===== config.mk =====
export PLATFORM = sky130hd
export DESIGN_NAME = switch_conditioner
export DESIGN_NICKNAME = d
export VERILOG_FILES = /design/src/rtl/switch_conditioner.sv
export SDC_FILE = /design/constraint.sdc
export NUM_CORES = 1
export LEC_CHECK = 0
export ABC_AREA = 1
export CORE_AREA = 2 2 123 125
export CTS_CLUSTER_SIZE = 14
export DETAILED_ROUTE_END_ITERATION = 10
export DIE_AREA = 0 0 125 127
export GPL_TIMING_DRIVEN = 0
export HOLD_SLACK_MARGIN = 0.02
export PLACE_DENSITY = 0.49
export SLEW_MARGIN = 10
export SYNTH_ARGS = -nofsm -noshare
export SYNTH_HDL_FRONTEND = slang
export SYNTH_SLANG_ARGS = --single-unit

===== constraint.sdc =====
create_clock -name clk -period 7.74 [get_ports clk]
set_clock_uncertainty 0.15 [all_clocks]
set_input_delay 1.935 -clock clk [delete_from_list [all_inputs] [get_ports clk]]
set_output_delay 1.935 -clock clk [all_outputs]
set_load 0.1 [all_outputs]

===== src/rtl/switch_conditioner.sv =====
// Panel switch front end: synchronises and debounces three raw switches, exposing a
// debounced start/stop level plus increase/decrease strobes with press-and-hold auto-repeat.
module switch_conditioner #(
    parameter int SYNC_STAGES     = 2,
    parameter int DEBOUNCE_CYCLES = 1000,
    parameter int REPEAT_DELAY    = 50000,
    parameter int REPEAT_PERIOD   = 10000
) (
    input  logic clk,
    input  logic rst,
    input  logic raw_start_stop,
    input  logic raw_increase,
    input  logic raw_decrease,
    output logic swt_start_stop,
    output logic swt_increase,
    output logic swt_decrease
);

    localparam int CNT_W   = (DEBOUNCE_CYCLES > 1) ? $clog2(DEBOUNCE_CYCLES) : 1;
    localparam int TMR_MAX = (REPEAT_DELAY > REPEAT_PERIOD) ? REPEAT_DELAY : REPEAT_PERIOD;
    localparam int TMR_W   = (TMR_MAX > 1) ? $clog2(TMR_MAX) : 1;

    localparam logic [CNT_W-1:0] CNT_ZERO = {CNT_W{1'b0}};
    localparam logic [CNT_W-1:0] CNT_ONE  = CNT_W'(1);
    localparam logic [CNT_W-1:0] CNT_TERM = CNT_W'(DEBOUNCE_CYCLES - 1);
    localparam logic [TMR_W-1:0] TMR_ZERO = {TMR_W{1'b0}};
    localparam logic [TMR_W-1:0] TMR_ONE  = TMR_W'(1);
    localparam logic [TMR_W-1:0] DLY_TERM = TMR_W'(REPEAT_DELAY - 1);
    localparam logic [TMR_W-1:0] PER_TERM = TMR_W'(REPEAT_PERIOD - 1);

    typedef enum logic [1:0] {
        IDLE   = 2'd0,
        DELAY  = 2'd1,
        REPEAT = 2'd2,
        LOCK   = 2'd3
    } rpt_state_t;

    // Channel 0 is start/stop, 1 is increase, 2 is decrease.
    logic [2:0] raw_s;
    logic [2:0] deb_s;
    logic [1:0] strobe_s;
    logic       both_s;

    assign raw_s  = {raw_decrease, raw_increase, raw_start_stop};
    assign both_s = deb_s[1] & deb_s[2];

    genvar ch;
    for (ch = 0; ch < 3; ch++) begin : g_ch
        logic [SYNC_STAGES-1:0] sync_r;
        logic [CNT_W-1:0]       cnt_r;
        logic                   deb_r;

        // Synchroniser chain for the raw asynchronous input.
        always_ff @(posedge clk or posedge rst) begin
            if (rst) begin
                sync_r <= {SYNC_STAGES{1'b0}};
            end else begin
                sync_r <= {sync_r[SYNC_STAGES-2:0], raw_s[ch]};
            end
        end

        // Debounce: the level only moves after DEBOUNCE_CYCLES consecutive disagreements.
        always_ff @(posedge clk or posedge rst) begin
            if (rst) begin
                cnt_r <= CNT_ZERO;
                deb_r <= 1'b0;
            end else if (sync_r[SYNC_STAGES-1] == deb_r) begin
                cnt_r <= CNT_ZERO;
            end else if (cnt_r == CNT_TERM) begin
                cnt_r <= CNT_ZERO;
                deb_r <= sync_r[SYNC_STAGES-1];
            end else begin
                cnt_r <= cnt_r + CNT_ONE;
            end
        end

        assign deb_s[ch] = deb_r;
    end

    genvar rc;
    for (rc = 0; rc < 2; rc++) begin : g_rpt
        rpt_state_t       state_r;
        logic [TMR_W-1:0] timer_r;
        logic             strobe_r;

        // Repeat FSM: release and neutral (both pressed) take priority over the timer.
        always_ff @(posedge clk or posedge rst) begin
            if (rst) begin
                state_r  <= IDLE;
                timer_r  <= TMR_ZERO;
                strobe_r <= 1'b0;
            end else begin
                strobe_r <= 1'b0;
                case (state_r)
                    IDLE: begin
                        if (deb_s[rc+1] && both_s) begin
                            state_r <= LOCK;
                        end else if (deb_s[rc+1]) begin
                            strobe_r <= 1'b1;
                            timer_r  <= TMR_ZERO;
                            state_r  <= DELAY;
                        end
                    end
                    DELAY: begin
                        if (!deb_s[rc+1]) begin
                            state_r <= IDLE;
                        end else if (both_s) begin
                            state_r <= LOCK;
                        end else if (timer_r == DLY_TERM) begin
                            strobe_r <= 1'b1;
                            timer_r  <= TMR_ZERO;
                            state_r  <= REPEAT;
                        end else begin
                            timer_r <= timer_r + TMR_ONE;
                        end
                    end
                    REPEAT: begin
                        if (!deb_s[rc+1]) begin
                            state_r <= IDLE;
                        end else if (both_s) begin
                            state_r <= LOCK;
                        end else if (timer_r == PER_TERM) begin
                            strobe_r <= 1'b1;
                            timer_r  <= TMR_ZERO;
                        end else begin
                            timer_r <= timer_r + TMR_ONE;
                        end
                    end
                    LOCK: begin
                        // Held switch must be released before it can strobe again.
                        if (!deb_s[rc+1]) begin
                            state_r <= IDLE;
                        end
                    end
                    default: begin
                        state_r <= IDLE;
                        timer_r <= TMR_ZERO;
                    end
                endcase
            end
        end

        assign strobe_s[rc] = strobe_r;
    end

    assign swt_start_stop = deb_s[0];
    assign swt_increase   = strobe_s[0];
    assign swt_decrease   = strobe_s[1];

endmodule


======== After elaboration in Yosys (flattened, before gate mapping) ========
Index checks and enable logic that the tools add are counted.
storage, ports and cells
  flip-flop bits (word level) ............. 77
  latch bits .............................. 0
  memory bits (writable) .................. 0
  bits in read-only memories .............. 0
  bits of input ports ..................... 5
  word-level logic and storage cells ...... 132
  memories ................................ 0
cells by class
  add/subtract/negate cells ............... 5
  $mul .................................... 0
  div/mod/pow operators ................... 0
  order comparisons ....................... 0
  equal/unequal tests ..................... 36
  shift-type cells ........................ 0
  multiplexer cells ....................... 59
  bitwise logic cells ..................... 4
  reductions and logical operators ........ 13
operator list
  kind                   number
  $mux 16                16
  $pmux 16 s3            2
  $mux 10                6
  $add 16x1->16 const B  2
  $eq 16x14->1 const B   2
  $eq 16x16->1 const B   2
  $add 10x1->10 const B  3
  $eq 10x10->1 const B   3
  $mux 2                 15
  $ne 2x2->1 const B     14
  $mux 1                 16
  $pmux 2 s4             2
  $reduce_and 7->1       2
  $ne 3x3->1 const B     4
  $eq 2x2->1 const B     4
  $ne 4x4->1 const B     2
  $reduce_and 4->1       2
  $pmux 1 s3             2
  $reduce_and 2->1       3
  $reduce_bool 3->1      2
  $eq 2x1->1 const B     2
  $logic_not 2->1        2
  $eq 1x1->1             3
  $not 1->1              3
  other kinds (2)        3

======== Depth between registers and ports, before layout ========
Gate-level depths: netlist of the first run.
  depth in word-level cells ............... 5
  gate-level depth with buffers ........... 12

======== Worst setup path after synthesis of the first run ========
OpenSTA, ideal clock, no wires.
  path kind ............................... register -> output
  start point ............................. register g_ch[0].deb_r, in the netlist swt_start_stop
  end point ............................... output port swt_start_stop
  arrival ................................. 921 ps
  slack ................................... 4,734 ps
  cell stages (with the launch flop) ...... 1
  path through ............................ dfrtp_1
RTL lines
  element                   line  source
  start: declaration        51    logic deb_r;
  start signal: assignment  71    deb_r <= sync_r[SYNC_STAGES-1];
  end: declaration          14    output logic swt_start_stop,
No word-level cell between the ends.

======== Final worst setup path of the first run ========
  start point ............................. register g_ch[0].deb_r, in the netlist swt_start_stop
  end point ............................... output port swt_start_stop
No word-level cell between the ends.

==> impl_results.md, run 1 <==
- Run status: complete, no violations
- Height of the die: between 100 and 150 um
- Skew-Pair Late Insertion Delay: 0.34 ns
- Cell taking the most area after synthesis: sky130_fd_sc_hd__dfrtp_1
- Endpoint type of the worst setup path: output pin
- Total DRC errors in the routed layout: 0
- Vias after detailed routing: ~3400
- Cell-by-cell trace of the critical path: clkdlybuf4s50_1
- Ratio of routed vias to standard cells: ~4.5
- Initial antenna violation count: 0
- WP depth: 1
- Worst setup path start: swt_start_stop
- Worst-margin pin slew: 0.966 ns
- Tightest Hold Check Type: reg -> reg
- Syn Nets: 571
- Post-synthesis sequential element count: a little under 80
- Static leakage: approximately 2.2 nW
- Seq/Total Area, Yosys: 0.447
- PD cells: 168 mW/mm^2
- Summed area of non-filler cells in the final layout: a little under 0.005 sq mm
- Aggregate global-route resource usage: 0.115
- Post-DRT Antenna Nets: 0
- Critical register-to-register path endpoint: g_rpt[0].timer_r[12]
- Cts bufs inserted: 9
- Internal power consumption: 0.642 mW
- CTS Hold Buffers Added: 0
- Place WS: ~4.2 ns
- Area share of the largest cell type after synthesis: 0.447
- Fillers: 1557
- Cell variety after synth: 35
- Post-cts gate resize count: 0
- Remaining max-slew budget at the tightest pin: 0.354
- Placed instance count: 743
- Maximum fanout encountered on the critical timing path: 3
- Wire length of the first global-routing pass: 15200 um
- Buf+Inv Stages, Crit Path: 1
- Reg-to-reg startpoint: g_rpt[0].state_r[0]
- Pins Over Slew Limit: 0
- Critical-path cell with the highest stage delay: sky130_fd_sc_hd__clkdlybuf4s50_1
- Number of detailed-route iterations in the first pass: 4
- Count of boundary I/O pins: 8
- Share of post-route cells with drive strength above 1: 0.0991
- Hold Fails Final Rpt: 0
- Max-Cap Viols: 0
- Number of enable-type register cells in the synthesized netlist: 0
- Final setup vio count: 0
- Req. time, crit path: roughly 5.7 ns
- Relative contribution of combinational cells to total power: 0.026
- Most instantiated library cell after synthesis: sky130_fd_sc_hd__nand2_1
- Sequential group share of total power: 0.497
- Final non-filler cell total: 759
- Worst Setup Slack, final: approximately 3.8 ns
- Setup slack of the worst register-to-register path: around 5.6 ns
- Final layout net count: 590
- Net switching power figure: around 0.19 mW
- Starting DRC count in detailed routing: 200
- WL per Instance: ~11 um
- Number of diodes added for antenna fixing: 0
- Synth warn: 0
- Worst path max stage delay: ~1.1 ns
- Number of rows in the core area: 44
- CP endpoint: swt_start_stop
- Count of buffers from port buffering: 7
- CTS sink cnt: slightly below 80
- Vias in the first global route: ~3300
- Critical path start-end classification: reg -> out
- Overall die width: 125 um
- Total Negative Setup Slacks: 0 ns
- Category of the worst setup path launch point: register
- Largest net degree at the start of global routing: 50
- Gpl congestion: roughly 0.84
- Time the worst path needs with I/O delays and setup: roughly 4 ns
- Master cell of the clock root buffer: sky130_fd_sc_hd__clkbuf_16
- Area inside the core boundary: ~0.014 sq mm
- Count of mapped cells out of synthesis: 551
- Maximum resistive drop on vdd: about 0.1 mV
- Top post-synthesis cells by count: 134 x sky130_fd_sc_hd__nand2_1, 90 x sky130_fd_sc_hd__nor2_1, 77 x sky130_fd_sc_hd__dfrtp_1
- Primary FF master, synth: sky130_fd_sc_hd__dfrtp_1
- Number of cells on the worst reg-to-reg path: 10
- Instance area after placement: between 0.004 and 0.005 sq mm
- Effective utilization at floorplan: 0.299
- RSZ-0062 raised after global routing: no
- Upper clock frequency limit: between 0.2 and 0.3 GHz
- Smallest hold slack: about 0.20 ns
- CTS HTree Levels: 3
- Clock share of power: 0.477
- Fraction of power spent switching nets: 0.226
- # Post-CTS Setup Buffers: 0
- Final routed wirelength across all metal layers: about 8300 um
- Crit path max-delay family: buffers and inverters
- Remaining Overflow, GRT: 0
- Clock-pin slew on the worst setup and hold paths: 0.06 ns
- Post-synthesis instance area: approximately 0.0043 sq mm
- Proportion of register bits with asynchronous set or reset after synthesis: 1.00
- Area of the die: roughly 0.016 sq mm
- Synthesized area per cell: 7.83 sq um
- CTS tree: yes
- Largest cells by area after synthesis: sky130_fd_sc_hd__dfrtp_1 45%, sky130_fd_sc_hd__nand2_1 12%, sky130_fd_sc_hd__nor2_1 7.8%
- Arrival time reported for the critical path endpoint: between 1.5 and 2 ns
- HPWL after detailed placement: about 6100 um
- P&R area growth vs syn: 14.1%
- Final period utilization: 0.507
- Clock tree buffer depth: 2
[registers in the layout (all words and copies together) (netlist names)]
signal          cells
swt_decrease        1
g_ch.deb_r          2
g_ch.sync_r         6
g_rpt.timer_r      32
swt_start_stop      1
swt_increase        1
g_ch.cnt_r         30
g_rpt.state_r       4
[layer usage]
| metal | vias to the layer above | share of wire | track usage |
|---|---|---|---|
| met5 | - | 0 | 0 |
| met4 | 0 | 0.016 | 0.0379 |
| met3 | 12 | 0.029 | 0.0268 |
| met2 | 27 | 0.46 | 0.186 |
| met1 | 1596 | 0.50 | 0.154 |
| li1 | 1783 | - | - |
[power groups by stage]
stage / logic [mW] / registers, mW / clock network [mW]
after CTS: 0.0232 / 0.412 / 0.412
after detailed placement: 0.0230 / 0.419 / 0
after global routing: 0.0260 / 0.412 / 0.429
final: 0.0218 / 0.412 / 0.395
after floorplan: 0.0141 / 0.418 / 0
after global placement: 0.0202 / 0.419 / 0
[placed cells by master, fill, tap and decap left out, types with 3 or more instances in the layout]
| master | synthesis | final |
|---|---|---|
| sky130_fd_sc_hd__nor3_1 | 15 | 15 |
| sky130_fd_sc_hd__inv_4 | 2 | 3 |
| sky130_fd_sc_hd__dfrtp_1 | 77 | 77 |
| sky130_fd_sc_hd__o21ai_0 | 12 | 12 |
| sky130_fd_sc_hd__xnor2_1 | 9 | 9 |
| sky130_fd_sc_hd__nor2_4 | 4 | 4 |
| sky130_fd_sc_hd__nand2_2 | 7 | 7 |
| sky130_fd_sc_hd__nand4_1 | 13 | 13 |
| sky130_fd_sc_hd__inv_2 | 3 | 3 |
| sky130_fd_sc_hd__inv_1 | 63 | 62 |
| sky130_fd_sc_hd__nor3b_1 | 4 | 4 |
| sky130_fd_sc_hd__ha_1 | 15 | 15 |
| sky130_fd_sc_hd__nor2_2 | 13 | 13 |
| sky130_fd_sc_hd__o21bai_1 | 3 | 3 |
| sky130_fd_sc_hd__nand3_1 | 30 | 30 |
| sky130_fd_sc_hd__nand2_1 | 134 | 134 |
| sky130_fd_sc_hd__nor2_1 | 90 | 90 |
| sky130_fd_sc_hd__clkdlybuf4s50_1 | 0 | 7 |
| sky130_fd_sc_hd__xor2_1 | 17 | 17 |
| sky130_fd_sc_hd__clkbuf_16 | 0 | 9 |
| sky130_fd_sc_hd__a21oi_1 | 19 | 19 |
[logic make-up (layout without fill, tap and decap cells)]
kind of cell               after synthesis  count (layout)  synth area share
and+or+nand+nor                        313             313             0.319
DFF                                     77              77             0.447
buffers and inverters                   72              96            0.0693
AOI/OAI and AO/OA                       46              46            0.0641
xor gates and xnor gates                26              26            0.0528
adders and majority gates               15              15            0.0435
muxes                                    2               2           0.00522
[layout make-up]
class                      count  area [sq um]  area share
multi-input combinational    402          2090       0.424
clock buffer                  11           243      0.0493
buffer                         4          38.8     0.00788
timing repair buffer           8          97.6      0.0198
sequential                    77          1930       0.391
clock inverter                 5          35.0     0.00712
inverter                      68           263      0.0534
tap                          184           230      0.0468
[worst min path at each step]
stage               cells past startpoint         startpoint  slack (ns)                 to
detailed placement                      0  g_ch[0].sync_r[0]        0.19  g_ch[0].sync_r[1]
finish                                  0  g_ch[0].sync_r[0]        0.20  g_ch[0].sync_r[1]
global route                            0  g_ch[0].sync_r[0]        0.21  g_ch[0].sync_r[1]
global placement                        0  g_ch[0].sync_r[0]        0.18  g_ch[0].sync_r[1]
CTS                                     0  g_ch[0].sync_r[0]        0.20  g_ch[0].sync_r[1]
floorplan                               0  g_ch[0].sync_r[0]        0.18  g_ch[0].sync_r[1]
[worst reg2reg max path, stage by stage, from the launching register on]
cell,delay (ns)
sky130_fd_sc_hd__dfrtp_1,0.42
sky130_fd_sc_hd__inv_1,0.09
sky130_fd_sc_hd__ha_1,0.25
sky130_fd_sc_hd__inv_1,0.12
sky130_fd_sc_hd__nand3_2,0.12
sky130_fd_sc_hd__nand2_1,0.11
sky130_fd_sc_hd__nand2_2,0.13
sky130_fd_sc_hd__nor2_1,0.20
sky130_fd_sc_hd__nand2_1,0.11
sky130_fd_sc_hd__nor3b_1,0.22
sky130_fd_sc_hd__nor2_1,0.07
[stage by stage]
step | power [mW] | util
CTS | 0.847 | 0.341
finish | 0.829 | 0.341
global route | 0.868 | 0.341
floorplan | 0.432 | -
global placement | 0.439 | 0.320
detailed placement | 0.442 | 0.322
Note: power is estimated with default switching activity, not from simulation.
==> run 2, diff against run 1 <==
--- a/config.mk
+++ b/config.mk
@@ -12,7 +12,7 @@
 export DIE_AREA = 0 0 125 127
 export GPL_TIMING_DRIVEN = 0
 export HOLD_SLACK_MARGIN = 0.02
-export PLACE_DENSITY = 0.49
+export PLACE_DENSITY = 0.51
 export SLEW_MARGIN = 10
 export SYNTH_ARGS = -nofsm -noshare
 export SYNTH_HDL_FRONTEND = slang
==> constraint.sdc (replaced) <==
create_clock -name clk -period 3.39 [get_ports clk]
set_clock_uncertainty 0.15 [all_clocks]
set_input_delay 0.8475 -clock clk [delete_from_list [all_inputs] [get_ports clk]]
set_output_delay 0.8475 -clock clk [all_outputs]
set_load 0.1 [all_outputs]
==> run 2 against run 1 <==
Clock power increased by 140%. Worst hold slack better by 0.0035 ns. Core utilization grew 0.16 points. Global-route usage fell by 0.12 points. Cell count unchanged. Critical endpoint unchanged. Largest cell class unchanged. Worst setup slack worse by 3.3 ns. Sequential share of layout area decreased by 0.18 points. Die area is the same. Critical path type unchanged. Power grew 140%.
==> impl_results.md, run 2 (same netlist as run 1, synthesis figures left out) <==
- Sequential group share of total power: 0.482 (-0.015)
- Layer carrying the most global-route usage: met2
- Worst path max stage delay: 1.15 ns (about the same)
- # Post-CTS Setup Buffers: 0 (unchanged)
- Final period utilization: 0.844
- Post-cts gate resize count: 0 (unchanged)
- Cell-by-cell trace of the critical path: clkdlybuf4s50_1
- Number of flip-flops in the largest register: 32 (unchanged)
- Upper clock frequency limit: ~0.35 GHz
- Height of the die: 127 um (unchanged)
- Master cell of the clock root buffer: sky130_fd_sc_hd__clkbuf_16
- Remaining Overflow, GRT: 0 (unchanged)
- Final setup vio count: 0 (unchanged)
- Total DRC errors in the routed layout: 0 (unchanged)
- Internal power consumption: 1.54 mW (+140%)
- Most frequent cells in the layout: 134 x sky130_fd_sc_hd__nand2_1, 90 x sky130_fd_sc_hd__nor2_1, 77 x sky130_fd_sc_hd__dfrtp_1, 62 x sky130_fd_sc_hd__inv_1, 30 x sky130_fd_sc_hd__nand3_1
- Relative contribution of combinational cells to total power: 0.025 (about the same)
- Reg-to-reg startpoint: g_rpt[0].state_r[0]
- Met2 track demand over resource in global routing: 0.190 (+0.00416)
- Overall die width: 125 um (unchanged)
- Critical path start-end classification: reg -> out
- Wire length of the first global-routing pass: 15300 um (+0.50%)
- Pins Over Slew Limit: 0 (unchanged)
- Fraction of power spent switching nets: 0.212 (-0.0134)
- Critical-path cell with the highest stage delay: sky130_fd_sc_hd__clkdlybuf4s50_1
- Static leakage: 2.24 nW (+0.57%)
- Clock tree buffer depth: 2 (unchanged)
- Vias in the first global route: 3422 (+2.5%)
- P&R area growth vs syn: 14.6%
- Most common cell after layout, fill and taps aside: sky130_fd_sc_hd__nand2_1
- Buf+Inv Stages, Crit Path: 1 (unchanged)
- Run status: complete, no violations
- CTS sink cnt: 77 (unchanged)
- PD cells: 394 mW/mm^2 (+130%)
- Clock share of power: 0.493 (+0.016)
- CTS tree: yes
- Number of rows in the core area: 44 (unchanged)
- Met3 Usage GRT: 0.0264 (-0.000419)
- Worst-margin pin slew: 0.973 ns (+0.00665 ns)
- Worst hold start: g_ch[0].sync_r[0]
- Effective utilization at floorplan: 0.299 (unchanged)
- Place WS: 0.864 ns (-3.30 ns)
- HPWL after detailed placement: 6120 um (+0.99%)
- Count of buffers from port buffering: 7 (unchanged)
- Fillers: 1515 (-2.7%)
- Crit path max-delay family: buffers and inverters
- WL per Instance: 11.1 um (+0.82%)
- Largest registers ranked by flip-flop count: g_rpt.timer_r: 32 flops, g_ch.cnt_r: 30 flops, g_ch.sync_r: 6 flops
- Final layout net count: 590 (unchanged)
- Initial antenna violation count: 0 (unchanged)
- Largest net degree at the start of global routing: 62 (+24%)
- CTS Hold Buffers Added: 0 (unchanged)
- Endpoint type of the worst setup path: output pin
- Number of diodes added for antenna fixing: 0 (unchanged)
- Net switching power figure: 0.414 mW (+120%)
- CTS HTree Levels: 3 (unchanged)
- Final routed wirelength across all metal layers: 8390 um (+0.82%)
- Worst setup path start: swt_start_stop
- Starting DRC count in detailed routing: 263 (+32%)
- Category of the worst setup path launch point: register
- Vias after detailed routing: 3407 (-0.32%)
- Met1 routing resource usage after global routing: 0.149 (-0.00470)
- Utilization after layout: 0.343 (+0.00156)
- Post-DRT Antenna Nets: 0 (unchanged)
- Ratio of routed vias to standard cells: 4.49 (-0.32%)
- Area of the die: 0.0159 sq mm (unchanged)
- Skew-Pair Late Insertion Delay: 0.33 ns (about the same)
- Time the worst path needs with I/O delays and setup: between 2 and 3 ns
- Req. time, crit path: 2.39 ns (-3.27 ns)
- Cts bufs inserted: 9 (unchanged)
- Count of boundary I/O pins: 8 (unchanged)
- RSZ-0062 raised after global routing: no
- Tightest Hold Check Type: reg -> reg
- Max-Cap Viols: 0 (unchanged)
- Clock-pin slew on the worst setup and hold paths: 0.06 ns (about the same)
- Maximum fanout encountered on the critical timing path: 3 (unchanged)
- Gpl congestion: 0.888 (+5.8%)
- Share of post-route cells with drive strength above 1: 0.101 (+0.00174)
- Aggregate global-route resource usage: 0.114 (-0.00117)
- Area inside the core boundary: 0.0144 sq mm (unchanged)
- Number of detailed-route iterations in the first pass: 4 (unchanged)
- Most flops, register: g_rpt.timer_r
- Hold Fails Final Rpt: 0 (unchanged)
- Worst Setup Slack, final: 0.530 ns (-3.28 ns)
- Arrival time reported for the critical path endpoint: 1.86 ns (+0.02 ns)
- Maximum resistive drop on vdd: 0.194 mV (+94%)
- Remaining max-slew budget at the tightest pin: 0.350 (-0.00445)
[run 2: power by group through the flow]
| stage | clock (mW) | combinational [mW] | sequential [mW] |
|---|---|---|---|
| 2_1_floorplan | 0 | 0.0323 | 0.955 |
| 3_3_place_gp | 0 | 0.0463 | 0.957 |
| 3_5_place_dp | 0 | 0.0521 | 0.957 |
| 4_1_cts | 1.00 | 0.0520 | 0.940 |
| 5_1_grt | 1.03 | 0.0581 | 0.941 |
| 6_report | 0.961 | 0.0493 | 0.940 |
[run 2: path summary, 6_finish.rpt]
| check | slack, ns | cells past startpoint | end |
|---|---|---|---|
| setup / recovery | 0.53 | 1 | swt_start_stop |
| hold / removal | 0.20 | 0 | g_ch[0].sync_r[1] |
| setup reg to reg | 1.28 | 10 | g_rpt[0].timer_r[12] |
| hold reg to reg | 0.20 | 0 | g_ch[0].sync_r[1] |
| max in group asynchronous | 1.86 | 3 | g_rpt[0].timer_r[3] |
| min in group asynchronous | 0.65 | 2 | g_ch[2].cnt_r[9] |
[run 2: through the flow]
stage	hold slack, ns	instances	cell area [sq um]	total power [mW]	TNS (ns)
floorplan	0.181	551	4320	0.987	0
global placement	0.185	742	4620	1.00	-76.54
detailed placement	0.191	743	4650	1.01	0
CTS	0.205	759	4950	1.99	0
global route	0.220	759	4950	2.03	0
finish	0.201	759	4950	1.95	0
[run 2: metal layers]
metal | part of all wire | routed length [um]
met3 | 0.019 | 161
met1 | 0.51 | 4250
met4 | 0.0068 | 57
met2 | 0.47 | 3920
met5 | 0 | 0
[run 2: final cells by class]
| type | instances | area, sq um | share of cell area |
|---|---|---|---|
| clock buffer | 10 | 239 | 0.0483 |
| multi-input combinational | 402 | 2090 | 0.422 |
| clock inverter | 6 | 61.3 | 0.0124 |
| sequential | 77 | 1930 | 0.390 |
| inverter | 68 | 263 | 0.0531 |
| timing repair buffer | 8 | 97.6 | 0.0197 |
| buffer | 4 | 38.8 | 0.00784 |
| tap | 184 | 230 | 0.0465 |
==> run 3, diff against run 2 <==
==> constraint.sdc (replaced) <==
create_clock -name clk -period 2.5 [get_ports clk]
set_clock_uncertainty 0.15 [all_clocks]
set_input_delay 0.625 -clock clk [delete_from_list [all_inputs] [get_ports clk]]
set_output_delay 0.625 -clock clk [all_outputs]
set_load 0.1 [all_outputs]
==> run 3 against run 2 <==
Non-clock buffer count is 1 higher. Critical endpoint unchanged. Worst setup slack worse by 0.38 ns. Via count is 0.32% higher. Highest routed layer unchanged. Critical path depth stayed put. Global-route usage is 0.54 points higher. Die area stayed put. Core utilization is 0.30 points higher. Worst hold slack better by 0.0015 ns. Largest power group unchanged. Clock-buffer cell count stayed put. Clock power is 49% higher.
==> impl_results.md, run 3 (same netlist as run 1, synthesis figures left out) <==
- Cts bufs inserted: 9 (unchanged)
- Max-Cap Viols: 0 (unchanged)
- Maximum fanout encountered on the critical timing path: 3 (unchanged)
- Number of cells on the worst reg-to-reg path: 12 (+2)
- Final routed wirelength across all metal layers: 8690 um (+3.6%)
- Number of detailed-route iterations in the first pass: 5 (+1)
- Arrival time reported for the critical path endpoint: 1.57 ns (-0.29 ns)
- Post-cts gate resize count: 3 (+3)
- Overall die width: 125 um (unchanged)
- Static leakage: 2.27 nW (+1.3%)
- Remaining max-slew budget at the tightest pin: 0.359 (+0.00993)
- Count of boundary I/O pins: 8 (unchanged)
- CTS HTree Levels: 3 (unchanged)
- Critical register-to-register path endpoint: g_rpt[1].timer_r[2]
- Ratio of routed vias to standard cells: 4.50 (+0.19%)
- Vias after detailed routing: 3418 (+0.32%)
- Largest net degree at the start of global routing: 35 (-44%)
- Endpoint type of the worst setup path: output pin
- Run status: complete, no violations
- Internal power consumption: 2.19 mW (+42%)
- Reg-to-reg startpoint: g_rpt[1].state_r[0]
- # Post-CTS Setup Buffers: 0 (unchanged)
- Smallest hold slack: 0.202 ns (+0.00153 ns)
- Tightest Hold Check Type: reg -> reg
- CTS sink cnt: 77 (unchanged)
- RSZ-0062 raised after global routing: no
- Most flops, register: g_rpt.timer_r
- Cell-by-cell trace of the critical path: dlygate4sd2_1
- Most common cell after layout, fill and taps aside: sky130_fd_sc_hd__nand2_1
- Total Negative Setup Slacks: 0 ns (unchanged)
- P&R area growth vs syn: 15.6%
- Number of flip-flops in the largest register: 32 (unchanged)
- Relative contribution of combinational cells to total power: 0.026 (about the same)
- CTS tree: yes
- Vias in the first global route: 3486 (+1.9%)
- Clock-pin slew on the worst setup and hold paths: 0.06 ns (about the same)
- Skew-Pair Late Insertion Delay: 0.34 ns (about the same)
- CTS Hold Buffers Added: 0 (unchanged)
- Most frequent cells in the layout: 134 x sky130_fd_sc_hd__nand2_1, 90 x sky130_fd_sc_hd__nor2_1, 77 x sky130_fd_sc_hd__dfrtp_1, 62 x sky130_fd_sc_hd__inv_1, 30 x sky130_fd_sc_hd__nand3_1
- Remaining Overflow, GRT: 0 (unchanged)
- Wire length of the first global-routing pass: 15800 um (+3.3%)
- Terminating pin of the worst hold path: g_ch[0].sync_r[1]
- Final layout net count: 591 (+0.17%)
- Category of the worst setup path launch point: register
- Final period utilization: 0.939
- Buf+Inv Stages, Crit Path: 1 (unchanged)
- Count of buffers from port buffering: 7 (unchanged)
- Hold Fails Final Rpt: 0 (unchanged)
- Sequential group share of total power: 0.459 (-0.023)
- Worst-margin pin slew: 0.965 ns (-0.00801 ns)
- Total DRC errors in the routed layout: 0 (unchanged)
- Height of the die: 127 um (unchanged)
- Time the worst path needs with I/O delays and setup: 2.35 ns
- Master cell of the clock root buffer: sky130_fd_sc_hd__clkbuf_16
- Critical path start-end classification: reg -> out
- Req. time, crit path: 1.73 ns (-0.66 ns)
- Number of rows in the core area: 44 (unchanged)
- Maximum resistive drop on vdd: 0.288 mV (+49%)
- Post-DRT Antenna Nets: 0 (unchanged)
- Fraction of power spent switching nets: 0.213 (+0.000584)
- Upper clock frequency limit: around 0.43 GHz
- Number of instances on the worst hold path: 0 (unchanged)
- PD cells: 557 mW/mm^2 (+41%)
- Effective utilization at floorplan: 0.299 (unchanged)
- Final setup vio count: 0 (unchanged)
- Critical-path cell with the highest stage delay: sky130_fd_sc_hd__dlygate4sd2_1
- Initial antenna violation count: 0 (unchanged)
- Gpl congestion: 0.862 (-3.0%)
- Crit path max-delay family: buffers and inverters
- Aggregate global-route resource usage: 0.119 (+0.00539)
- Share of post-route cells with drive strength above 1: 0.102 (+0.00156)
- Net switching power figure: 0.592 mW (+43%)
- Clock share of power: 0.515 (+0.022)
- Pins Over Slew Limit: 0 (unchanged)
- HPWL after detailed placement: 6340 um (+3.5%)
- Largest registers ranked by flip-flop count: g_rpt.timer_r: 32 flops, g_ch.cnt_r: 30 flops, g_ch.sync_r: 6 flops
- Clock tree buffer depth: 2 (unchanged)
- Number of diodes added for antenna fixing: 0 (unchanged)
- Worst path max stage delay: 0.87 ns (-0.28 ns)
- WL per Instance: 11.4 um (+3.5%)
- Area inside the core boundary: 0.0144 sq mm (unchanged)
- Setup slack of the worst register-to-register path: 0.39 ns (-0.89 ns)
- Starting DRC count in detailed routing: 225 (-14%)
- Worst hold start: g_ch[0].sync_r[0]
- Area of the die: 0.0159 sq mm (unchanged)
[run 3: metrics by stage]
step	setup slack (ns)	power [mW]	util	std cells	instance area, sq um
floorplan	0.663	1.34	-	551	4320
global placement	-0.138	1.36	0.320	742	4620
detailed placement	0.209	1.37	0.324	744	4670
CTS	0.122	2.83	0.346	760	4990
global route	0.101	2.89	0.346	760	4990
finish	0.151	2.78	0.346	760	4990
[run 3: cell type report]
type                       count  area (sq um)
inverter                      68           264
fill                        1524          9440
multi-input combinational    402          2090
timing repair buffer           9           114
clock buffer                  10           239
sequential                    77          1930
clock inverter                 6          86.3
buffer                         4          38.8
tap                          184           230
[run 3: routing by layer]
layer  global-route usage  share of wire  up-vias
met1                0.155           0.50     1583
li1                     -              -     1780
met5                    0              0        -
met4               0.0458          0.012        0
met3               0.0289          0.028        8
met2                0.194           0.45       47
[run 3: how the worst max path moves through the flow]
stage / from / cells after the start / slack, ns / endpoint
floorplan: g_rpt[1].state_r[0] / 12 / 0.66 / g_rpt[1].timer_r[3]
global placement: rst / 2 / -0.14 / g_ch[0].cnt_r[9]
detailed placement: swt_start_stop / 1 / 0.21 / swt_start_stop
CTS: swt_start_stop / 1 / 0.12 / swt_start_stop
global route: swt_start_stop / 1 / 0.10 / swt_start_stop
finish: swt_start_stop / 1 / 0.15 / swt_start_stop
[run 3: power groups by stage]
| stage | clock (mW) | sequential (mW) | combinational (mW) |
|---|---|---|---|
| 2_1_floorplan | 0 | 1.29 | 0.0441 |
| 3_3_place_gp | 0 | 1.30 | 0.0637 |
| 3_5_place_dp | 0 | 1.30 | 0.0757 |
| 4_1_cts | 1.48 | 1.27 | 0.0756 |
| 5_1_grt | 1.53 | 1.28 | 0.0859 |
| 6_report | 1.43 | 1.28 | 0.0721 |
